## src/rtl/mux_scan_pkg.sv

```systemverilog
// Shared types and constants for the 4:1 mux scan controller.
//   state_t : controller state (IDLE, SCAN, FORCE)
//   CH_N    : number of mux channels
//   SEL_W   : width of a channel index
package mux_scan_pkg;
    localparam int CH_N  = 4;
    localparam int SEL_W = 2;

    typedef enum logic [1:0] {
        IDLE  = 2'd0,
        SCAN  = 2'd1,
        FORCE = 2'd2
    } state_t;
endpackage

```

## src/rtl/rr_next4.sv

```systemverilog
// Round-robin helper: finds the next enabled channel strictly after cur,
// searching in ascending order and wrapping 3->0. With a single enabled
// channel equal to cur, the search comes back to cur itself.
//   cur  : current channel index
//   mask : per-channel enable
//   nxt  : next enabled channel (cur when mask is all zero)
//   wrap : nxt <= cur, i.e. the scan wrapped into a new frame
module rr_next4
    import mux_scan_pkg::*;
(
    input  logic [SEL_W-1:0] cur,
    input  logic [CH_N-1:0]  mask,
    output logic [SEL_W-1:0] nxt,
    output logic             wrap
);

    logic [SEL_W-1:0] cand [CH_N];
    logic [CH_N-1:0]  hit;

    // cand[gi] is the channel gi+1 steps after cur; the modulo-4 wrap
    // falls out of the 2-bit addition.
    generate
        for (genvar gi = 0; gi < CH_N; gi++) begin : g_cand
            assign cand[gi] = cur + SEL_W'(gi + 1);
            assign hit[gi]  = mask[cand[gi]];
        end
    endgenerate

    // Nearest hit wins: iterate from farthest to nearest so the closest
    // enabled candidate is the last one assigned.
    always_comb begin
        nxt = cur;
        for (int k = CH_N - 1; k >= 0; k--) begin
            if (hit[k]) begin
                nxt = cand[k];
            end
        end
    end

    assign wrap = (nxt <= cur);

endmodule

```

## src/rtl/mux_scan_ctrl.sv

```systemverilog
// Scan controller for a 4:1 mux. Steps through the enabled channels in
// ascending order, holding each for dwell+1 cycles, and flags the start of
// every scan frame. A manual override can pin the select to any channel;
// when released, scanning resumes on the channel it interrupted.
//   clk, rst_n  : clock, asynchronous active-low reset
//   en          : scan enable
//   ch_mask     : per-channel enable
//   dwell       : cycles per channel minus one (sampled at counter load)
//   force_vld   : manual override request
//   force_sel   : channel driven while overriding
//   select      : registered mux select
//   sel_vld     : select is meaningful
//   frame_start : one-cycle pulse when a new scan frame begins
module mux_scan_ctrl
    import mux_scan_pkg::*;
#(
    parameter int DWELL_W = 8
) (
    input  logic               clk,
    input  logic               rst_n,
    input  logic               en,
    input  logic [3:0]         ch_mask,
    input  logic [DWELL_W-1:0] dwell,
    input  logic               force_vld,
    input  logic [1:0]         force_sel,
    output logic [1:0]         select,
    output logic               sel_vld,
    output logic               frame_start
);

    state_t             state_reg, state_next;
    logic [SEL_W-1:0]   select_next;
    logic               sel_vld_next;
    logic               frame_start_next;
    logic [DWELL_W-1:0] cnt_reg, cnt_next;
    logic [SEL_W-1:0]   saved_reg, saved_next;
    // Clear when the override was entered from IDLE: there is no
    // interrupted channel, so resume picks the lowest enabled channel.
    logic               saved_vld_reg, saved_vld_next;

    logic               mask_any;
    logic [SEL_W-1:0]   rr_cur, rr_nxt;
    logic               rr_wrap;

    assign mask_any = |ch_mask;

    // In SCAN the helper advances from the live select. Elsewhere it is fed
    // the top channel, so its "next after 3" answer is the lowest enabled one.
    assign rr_cur = (state_reg == SCAN) ? select : SEL_W'(CH_N - 1);

    rr_next4 u_rr_next4 (
        .cur  (rr_cur),
        .mask (ch_mask),
        .nxt  (rr_nxt),
        .wrap (rr_wrap)
    );

    always_ff @(posedge clk or negedge rst_n) begin
        if (!rst_n) begin
            state_reg     <= IDLE;
            select        <= '0;
            sel_vld       <= 1'b0;
            frame_start   <= 1'b0;
            cnt_reg       <= '0;
            saved_reg     <= '0;
            saved_vld_reg <= 1'b0;
        end else begin
            state_reg     <= state_next;
            select        <= select_next;
            sel_vld       <= sel_vld_next;
            frame_start   <= frame_start_next;
            cnt_reg       <= cnt_next;
            saved_reg     <= saved_next;
            saved_vld_reg <= saved_vld_next;
        end
    end

    always_comb begin
        state_next       = state_reg;
        select_next      = select;
        sel_vld_next     = sel_vld;
        frame_start_next = 1'b0;
        cnt_next         = cnt_reg;
        saved_next       = saved_reg;
        saved_vld_next   = saved_vld_reg;

        // Override takes precedence over enable and dwell expiry; the
        // counter is left untouched because resume reloads it anyway.
        if (force_vld) begin
            state_next   = FORCE;
            select_next  = force_sel;
            sel_vld_next = 1'b1;
            if (state_reg == SCAN) begin
                saved_next     = select;
                saved_vld_next = 1'b1;
            end else if (state_reg == IDLE) begin
                saved_vld_next = 1'b0;
            end
        end else begin
            case (state_reg)
                IDLE: begin
                    if (en && mask_any) begin
                        state_next       = SCAN;
                        select_next      = rr_nxt;
                        sel_vld_next     = 1'b1;
                        frame_start_next = 1'b1;
                        cnt_next         = dwell;
                    end else begin
                        select_next  = '0;
                        sel_vld_next = 1'b0;
                    end
                end
                SCAN: begin
                    if (!en || (cnt_reg == '0 && !mask_any)) begin
                        state_next   = IDLE;
                        select_next  = '0;
                        sel_vld_next = 1'b0;
                    end else if (cnt_reg == '0) begin
                        select_next      = rr_nxt;
                        frame_start_next = rr_wrap;
                        cnt_next         = dwell;
                    end else begin
                        cnt_next = cnt_reg - DWELL_W'(1);
                    end
                end
                FORCE: begin
                    if (en && mask_any) begin
                        state_next   = SCAN;
                        select_next  = saved_vld_reg ? saved_reg : rr_nxt;
                        sel_vld_next = 1'b1;
                        cnt_next     = dwell;
                    end else begin
                        state_next   = IDLE;
                        select_next  = '0;
                        sel_vld_next = 1'b0;
                    end
                end
                default: begin
                    state_next   = IDLE;
                    select_next  = '0;
                    sel_vld_next = 1'b0;
                end
            endcase
        end
    end

endmodule
```

## config.mk

```make
export PLATFORM = sky130hd
export DESIGN_NAME = mux_scan_ctrl
export DESIGN_NICKNAME = d
export VERILOG_FILES = /design/src/rtl/mux_scan_pkg.sv /design/src/rtl/rr_next4.sv /design/src/rtl/mux_scan_ctrl.sv
export SDC_FILE = /design/constraint.sdc
export NUM_CORES = 1
export LEC_CHECK = 0
export CORE_MARGIN = 2
export CORE_UTILIZATION = 25
export CTS_CLUSTER_SIZE = 8
export DETAILED_ROUTE_END_ITERATION = 16
export SLEW_MARGIN = 10
export SYNTH_ARGS = -nofsm -noshare
export SYNTH_HDL_FRONTEND = slang
export SYNTH_SLANG_ARGS = --single-unit
```

## constraint.sdc

```tcl
create_clock -name clk -period 3.3 [get_ports clk]
set_input_delay 0.495 -clock clk [delete_from_list [all_inputs] [get_ports clk]]
set_output_delay 0.495 -clock clk [all_outputs]
set_load 0.05 [all_outputs]
```

### Word-level counts from Yosys, hierarchy flattened

Cells that the tools add are included.

* muxes and demuxes: 36
* div/mod/pow operators: 0
* $add $sub $neg: 4
* bitwise operators: 1
* $mul: 0
* shift-type cells: 0
* magnitude comparators: 4
* reductions and logical operators: 15
* equality and inequality tests: 7

Operators by type and width (number)
* two-way mux 2 bit: 13
* two-way mux 8 bit: 3
* one-hot mux 8 bit (2 select lines): 1
* two-way mux 1 bit: 12
* one-hot mux 2 bit (3 select lines): 2
* < comparator 2 x 3 -> 1 bit (second input constant): 3
* zero test 8 bit: 1
* subtractor 8 x 1 -> 8 bit (second input constant): 1
* binary-select mux 1 bit (select 2 bit): 3
* != test 3 x 2 -> 1 bit (second input constant): 2
* AND reduction 2 bit: 3
* adder 2 bit (second input constant): 2
* != test 4 x 2 -> 1 bit (second input constant): 1
* one-hot mux 1 bit (2 select lines): 2
* AND reduction 4 bit: 1
* nonzero test 2 bit: 2
* OR reduction 4 bit: 1
* adder 2 x 1 -> 2 bit (second input constant): 1
* == test 2 x 1 -> 1 bit (second input constant): 1
* == test 2 bit (second input constant): 1
* less-or-equal comparator 2 bit: 1
* logical AND 1 bit: 2
* zero test 1 bit: 2
* zero test 2 bit: 1
* 5 further kinds: 5

* memories: 0
* logic and storage cells: 74
* RAM bits: 0
* register bits: 17
* memory bits (read-only): 0
* bits in latches: 0

### Logic depth before layout (Yosys ltp)

Gate-level depths: netlist (run 1).

* depth after elaboration: 13
* depth in mapped cells: 10
* gate-level depth less buffers: 9

### Cells and area by module

From an unflattened synthesis (run 1), not the netlist that was laid out.

* cells, all modules: 142
* area total of the unflattened synthesis: 1271.2 um^2

By module, submodules not included
* mux_scan_ctrl: cells an instance 122, area each 1146.1 um^2, instances 1, sequential area each 425.4 um^2
* rr_next4: cells an instance 20, area each 125.1 um^2, instances 1, sequential area each 0.0 um^2

### Worst setup path before layout (run 1)

OpenSTA, ideal clock, no wires.

* path kind: reg2reg
* start point: reg cnt_reg[0]
* end point: reg cnt_reg[1]
* required time: 3175 ps
* arrival time: 2173 ps
* path buffers: 1
* path slack: 1002 ps
* stages on the path, launching flop included: 9
* setup time: 125 ps
* path through: dfrtp_1 > inv_1 > ha_1 > or4b_4 > o41ai_4 > a21o_4 > inv_2 > buf_6 > mux2_4

* longest elaborated chain between the ends: 5

Ends and longest elaborated chain
* from (decl): line mux_scan_ctrl.sv:35 `logic [DWELL_W-1:0] cnt_reg, cnt_next;`
* from (signal assigned): line mux_scan_ctrl.sv:72 `cnt_reg <= cnt_next;`
* branches (longest 5 deep; another with subtractor 8 x 1 -> 8 bit)

Parallel ways; which one is timed is not known. The select of a mux whose other input is x is not followed.
A chain may end at the register's enable or synchronous reset.

### Worst setup path in the final report (run 1)

* start point: in ch_mask[3]
* end point: reg frame_start

* longest elaborated chain between the ends: 10

Ends and longest elaborated chain
* from (decl): line mux_scan_ctrl.sv:22 `input logic [3:0] ch_mask,`
* binary-select mux 1 bit (select 2 bit): line rr_next4.sv:25 `assign hit[gi] = mask[cand[gi]];`
* two-way mux 1 bit (not written as such): line rr_next4.sv:25
* two-way mux 2 bit (3 in series): line rr_next4.sv:34 `if (hit[k]) begin`
* less-or-equal comparator 2 bit: line rr_next4.sv:40 `assign wrap = (nxt <= cur);`
* two-way mux 1 bit: line mux_scan_ctrl.sv:118 `end else if (cnt_reg == '0) begin`
* two-way mux 1 bit: line mux_scan_ctrl.sv:114 `if (!en || (cnt_reg == '0 && !mask_any)) begin`
* one-hot mux 1 bit (2 select lines) (*): line mux_scan_ctrl.sv:100 `case (state_reg)`
* two-way mux 1 bit (*): line mux_scan_ctrl.sv:89 `if (force_vld) begin`
* via frame_start_next: line mux_scan_ctrl.sv:34 `logic frame_start_next;`
* to (signal assigned): line mux_scan_ctrl.sv:71 `frame_start <= frame_start_next;`
* to (decl): line mux_scan_ctrl.sv:28 `output logic frame_start`

Mark *: on every way through the listed nets, which the timed path passes. The rest lies on a longest branch. The select of a mux whose other input is x is not followed.

==> results of run 1 <==
Yosys cell counts, types with 2 or more instances:
cell / number / area, sq um
clkbuf_1: 4 / 15.0
o22ai_1: 4 / 25.0
or3_1: 2 / 12.5
o211ai_1: 3 / 22.5
o21ai_0: 15 / 75.1
nor3b_1: 3 / 22.5
a2bb2oi_1: 2 / 17.5
or4_1: 2 / 15.0
ha_1: 2 / 25.0
nand2_1: 10 / 37.5
o2bb2ai_1: 2 / 17.5
nor2b_1: 3 / 18.8
inv_1: 10 / 37.5
nand3_1: 8 / 40.0
nor2_1: 8 / 30.0
nor4_1: 3 / 18.8
nor3_1: 2 / 10.0
and3_1: 3 / 18.8
mux2i_1: 2 / 20.0
dfrtp_1: 17 / 425
a21oi_1: 14 / 70.1
worst min-delay path: cells and delay by family, from the launching register on:
kind,cells,cell delay (ns)
AO/OA/AOI/OAI,1,0.06
flip-flops,1,0.35
AND/OR/NAND/NOR,1,0.05
power groups by stage:
stage               logic (W)  clock network, W  registers, W
floorplan            0.000101                 0      0.000288
global placement     0.000167                 0      0.000285
detailed placement   0.000168                 0      0.000285
CTS                  0.000169          0.000165      0.000282
global route         0.000188          0.000180      0.000288
finish               0.000168          0.000156      0.000282
routing by layer:
layer	up-vias	part of all wire, %	track usage (%)
met2	23	47	19.9
met4	0	2.7	6.17
met5	-	0	0
met3	7	3.5	2.07
li1	563	-	-
met1	525	47	15.4
cells in the final DEF, fill, tap and decap left out, drive strengths merged, types with 2 or more instances in the layout:
| cell type | n |
|---|---|
| clkdlybuf4s50 | 21 |
| dfrtp | 17 |
| o21ai | 15 |
| a21oi | 14 |
| inv | 11 |
| nand2 | 10 |
| nand3 | 8 |
| nor2 | 8 |
| o22ai | 4 |
| clkbuf | 4 |
| nor3b | 3 |
| nor2b | 3 |
| o211ai | 3 |
| and3 | 3 |
| nor4 | 3 |
| o2bb2ai | 2 |
| a2bb2oi | 2 |
| mux2i | 2 |
| or4 | 2 |
| nor3 | 2 |
| or3 | 2 |
| ha | 2 |
| buf | 2 |
| or4b | 2 |
| mux2 | 2 |
cell type report:
cell class              instances  area, sq um  share of cell area (%)
repair buffers                 23          225                    15.1
inverters                      11         41.3                    2.77
well taps                      54         67.6                    4.53
multi-input cells             106          688                    46.1
clock buffers                   4         45.0                    3.02
flip-flops and latches         17          425                    28.5
stage by stage:
stage | setup slack [ns] | std cells | instance area, sq um
finish | 0.640 | 215 | 1490
CTS | 0.657 | 215 | 1490
detailed placement | 0.454 | 211 | 1450
global route | 0.460 | 215 | 1490
floorplan | 1.00 | 139 | 1180
global placement | 0.510 | 211 | 1450
logic make-up after synthesis:
logic type	count (synthesis)	synth area share [%]
multiplexers	4	3.92
AO/OA/AOI/OAI	49	28.0
adder cells (fa/ha/maj)	2	2.12
AND/OR/NAND/NOR	51	24.3
buffers and inverters	16	5.72
flip-flops	17	36.0
path summary, 6_finish.rpt:
check | start | endpoint | cells past startpoint
max in group asynchronous | rst_n | select[0] | 1
hold reg to reg | saved_reg[0] | saved_reg[0] | 2
setup / recovery | ch_mask[3] | frame_start | 10
hold / removal | saved_reg[0] | saved_reg[0] | 2
setup reg to reg | state_reg[1] | frame_start | 9
min in group asynchronous | rst_n | cnt_reg[1] | 1
==> flow_summary.ini, run 1 <==
[power]
switching_share_pct = 32.6
p_clk_share_pct = 25.8
power_w = 0.000606
p_leak_nw = 0.602
internal_power_w = 0.000408
comb_power_share_pct = 27.6
p_per_area_nw_per_um2 = 406
switchingPower_w = 0.000198
ir_drop_mv = 0.117
p_seq_share_pct = 46.6

[timing]
finClkSkew_ns = 0.00472
setup_viol = 0
whs_ns = 0.499
period_needed_ns = 2.66
drv_slew = 0
hold_violations = 0
relSlewSlack_pct = 48.1
fmax_mhz = 376
period_share_pct = 80.6
tightest_slew_ns = 0.776
fin_setup_tns_ns = 0
grt_setup_unrepaired = no

[clock_network]
cts_sinks = 17
cts_tree = yes
clk_path_buf_depth = 2
htreeDepth = 1
holdBufCountCts = 0
ctsRootBufferMaster = clkbuf_8
postCtsSetupBuffers = 0
numCtsBuffers = 3
clk_latency_ns = 0.25
cts_resized = 0
cts.reportedPaths.clkPinSlew_ns = 0.06

[die]
row_count = 25
dieArea_sq_um = 5290
die_w_um = 72.7
start_util_pct = 25.5
die_h_um = 72.7
core_area_sq_um = 4630
io-pin-count = 22

[placement]
gp_congestion = 0.824
io_buffers = 21
hpwl_um = 2120

[cells_and_area]
area_delta_synth_final_pct = 26.4
fill_cells = 492
drive_gt1_share_pct = 9.32
fin_util_pct = 32.2
n_antenna_cell = 0
nets = 182
largest_reg_flops = 8

[global_routing]
grt_pass1_vias = 1116
grt_max_degree = 18
grt_pass1_wl_um = 5060
antenna_found_initial = 0
grt_overflow = 0
grt_usage_pct = 12.2

[synth]
syn_area_per_cell_sq_um = 8.50
yosysWarnings = 0
synthArstFlopShare_pct = 100
yosys_most_used_dff = dfrtp_1
yosysSeqAreaShare_pct = 36.0
ys_types = 41
synthCells = 139
syn_area_sq_um = 1180
synth_nets = 159
synth_seq_cells = 17
synth-edff-count = 0

[worst_setup_path]
cp-end-kind = register
path_cells = clkdlybuf4s50_1 > or4b_2 > o21ai_0 > a2bb2oi_1 > o21ai_0 > ha_1 > inv_1 > a31oi_1 > nand3_1 > a21oi_1
crit_buf_inv = 2
cp_slowest_stage_delay_ns = 0.65
crit_path_top_delay_cell = or4b_2
critPathArrivalTime_ns = 2.83
critical_path_class = in -> reg
path_max_fanout = 8
worstPathRequired_ns = 3.47
crit_top_cell = o21ai_0
crit_family = simple AND/OR/NAND/NOR gates
r2r_slack_ns = 0.86
cp-start-kind = input port

[route]
drt-initial-drc-count = 117
drtPass1Iterations = 4
vias = 1118
antenna_left = 0
drc = 0
wl_um = 2920
post_drt_wl_per_cell_um = 13.6
viasPerCell = 5.20

[hold_path]
holdCritPathClass = reg -> reg

[flow_run]
cap_violations = 0

[outcome]
status = finished, final reports clean
No activity file was read; power rests on OpenSTA's default activity.
==> inputs of run 2 (changes only) <==
==> constraint.sdc (replaced) <==
create_clock -name clk -period 2.55 [get_ports clk]
set_input_delay 0.3825 -clock clk [delete_from_list [all_inputs] [get_ports clk]]
set_output_delay 0.3825 -clock clk [all_outputs]
set_load 0.05 [all_outputs]
==> run 2 against run 1 <==
Non-clock buffer count rose by 9. Critical path depth unchanged. First-iteration DRC count shrank 2.6%. Global-route usage rose by 0.36 points. Worst setup slack worse by 0.43 ns. Register-to-register slack got worse by 0.52 ns. Final cell count is 4.2% higher. Worst hold slack got worse by 0.013 ns. Power increased by 33%.
==> flow_summary.ini, run 2 (synthesis gave the netlist of run 1 again) <==
[route]
drtPass1Iterations = 4
drt-initial-drc-count = 114
vias = 1148
post_drt_wl_per_cell_um = 13.3
viasPerCell = 5.13
drc = 0
antenna_left = 0
wl_um = 2970

[clock_network]
htreeDepth = 1
ctsRootBufferMaster = clkbuf_8
cts_sinks = 17
numCtsBuffers = 3
holdBufCountCts = 0
postCtsSetupBuffers = 0
cts.reportedPaths.clkPinSlew_ns = 0.07
clk_latency_ns = 0.26
cts_tree = yes
cts_resized = 0
clk_path_buf_depth = 2

[global_routing]
grt_max_degree = 18
grt_overflow = 0
grt_usage_pct = 12.6
antenna_found_initial = 0
grt_pass1_vias = 1135
grt_pass1_wl_um = 5240

[worst_setup_path]
cp-end-kind = register
critical_path_class = in -> reg
crit_buf_inv = 2
cp-start-kind = input port
cp_slowest_stage_delay_ns = 0.62
worstPathRequired_ns = 2.73
crit_family = simple AND/OR/NAND/NOR gates
critPathArrivalTime_ns = 2.52
path_cells = clkdlybuf4s50_1 > or4b_2 > o21ai_0 > a2bb2oi_1 > o21ai_0 > ha_1 > inv_1 > a31oi_1 > nand3_1 > a21oi_1
crit_cells = 10
path_max_fanout = 2
crit_path_top_delay_cell = or4b_2
reg2reg_depth = 9
crit_top_cell = o21ai_0

[timing]
setup_viol = 0
grt_setup_unrepaired = no
fmax_mhz = 427
period_needed_ns = 2.34
finClkSkew_ns = 0.00317
relSlewSlack_pct = 48.2
period_share_pct = 91.8
hold_violations = 0
tightest_slew_ns = 0.775
drv_slew = 0

[cells_and_area]
drive_gt1_share_pct = 14.7
nets = 191
fin_util_pct = 33.7
area_delta_synth_final_pct = 32.2
mostFrequentLayoutCell = clkdlybuf4s50_1
regArea_sq_um = 425
multi_input_area_sq_um = 688
n_antenna_cell = 0
layout_common_cells = 21 x clkdlybuf4s50_1, 17 x dfrtp_1, 15 x o21ai_0
fill_cells = 493
largest_reg_flops = 8
final_cell_count_no_fill = 224

[flow_run]
cap_violations = 0

[die]
io-pin-count = 22
dieArea_sq_um = 5290
die_h_um = 72.7
row_count = 25
start_util_pct = 25.5
core_area_sq_um = 4630
die_w_um = 72.7

[placement]
hpwl_um = 2250
dp_cells = 220
io_buffers = 21
gp_congestion = 0.785

[outcome]
status = finished, final reports clean

[hold_path]
min_path_cells = 2
holdCritPathClass = reg -> reg

[power]
p_per_area_nw_per_um2 = 514
power_w = 0.000803
p_leak_nw = 0.649
ir_drop_mv = 0.187
[run 2: cell count changes in the layout (fill, tap and decap cells not counted)]
cell      previous run  this run
clkinv_2             0         1
buf_4                2        11
clkbuf_1             1         0
[run 2: metrics by stage]
stage / area [sq um] / setup WS, ns / hold WS [ns] / setup TNS [ns]
CTS: 1560 / 0.214 / 0.487 / 0
global placement: 1520 / -0.000999 / 0.468 / -0.000999
floorplan: 1180 / 0.252 / 0.0869 / 0
detailed placement: 1520 / -0.0455 / 0.471 / -0.0455
global route: 1560 / 0.0676 / 0.546 / 0
finish: 1560 / 0.209 / 0.486 / 0
[run 2: cell type report]
cell class              instances  area share, %
clock buffers                   3           2.64
clock inverters                 1          0.321
inverters                      11           2.64
multi-input cells             106           44.1
flip-flops and latches         17           27.2
well taps                      54           4.33
repair buffers                 32           18.7
[run 2: tightest hold or removal path, delay by kind of cell, from the launching register on]
family           cells  cell delay (ns)
AO/OA/AOI/OAI        1             0.07
flip-flops           1             0.34
AND/OR/NAND/NOR      1             0.04
[run 2: power breakdown]
group	internal, W	switching [W]
Combinational	0.000114	0.000117
Sequential	0.000312	0.0000494
Clock	0.000109	0.000102
Total	0.000535	0.000269
[run 2: worst paths after layout]
kind | from | to | slack [ns]
max | ch_mask[3] | frame_start | 0.21
min | saved_reg[0] | saved_reg[0] | 0.49
max reg2reg | state_reg[1] | frame_start | 0.34
min reg2reg | saved_reg[0] | saved_reg[0] | 0.49
max in group asynchronous | rst_n | frame_start | 1.49
min in group asynchronous | rst_n | cnt_reg[0] | 0.57
[run 2: layer usage]
layer	share of wire (%)	track usage [%]	wire, um	vias up
met1	48	17.4	1420	541
met5	0	0	0	-
met2	47	19.5	1400	19
li1	-	-	-	584
met3	3.6	2.35	107	4
met4	1.3	4.32	40	0
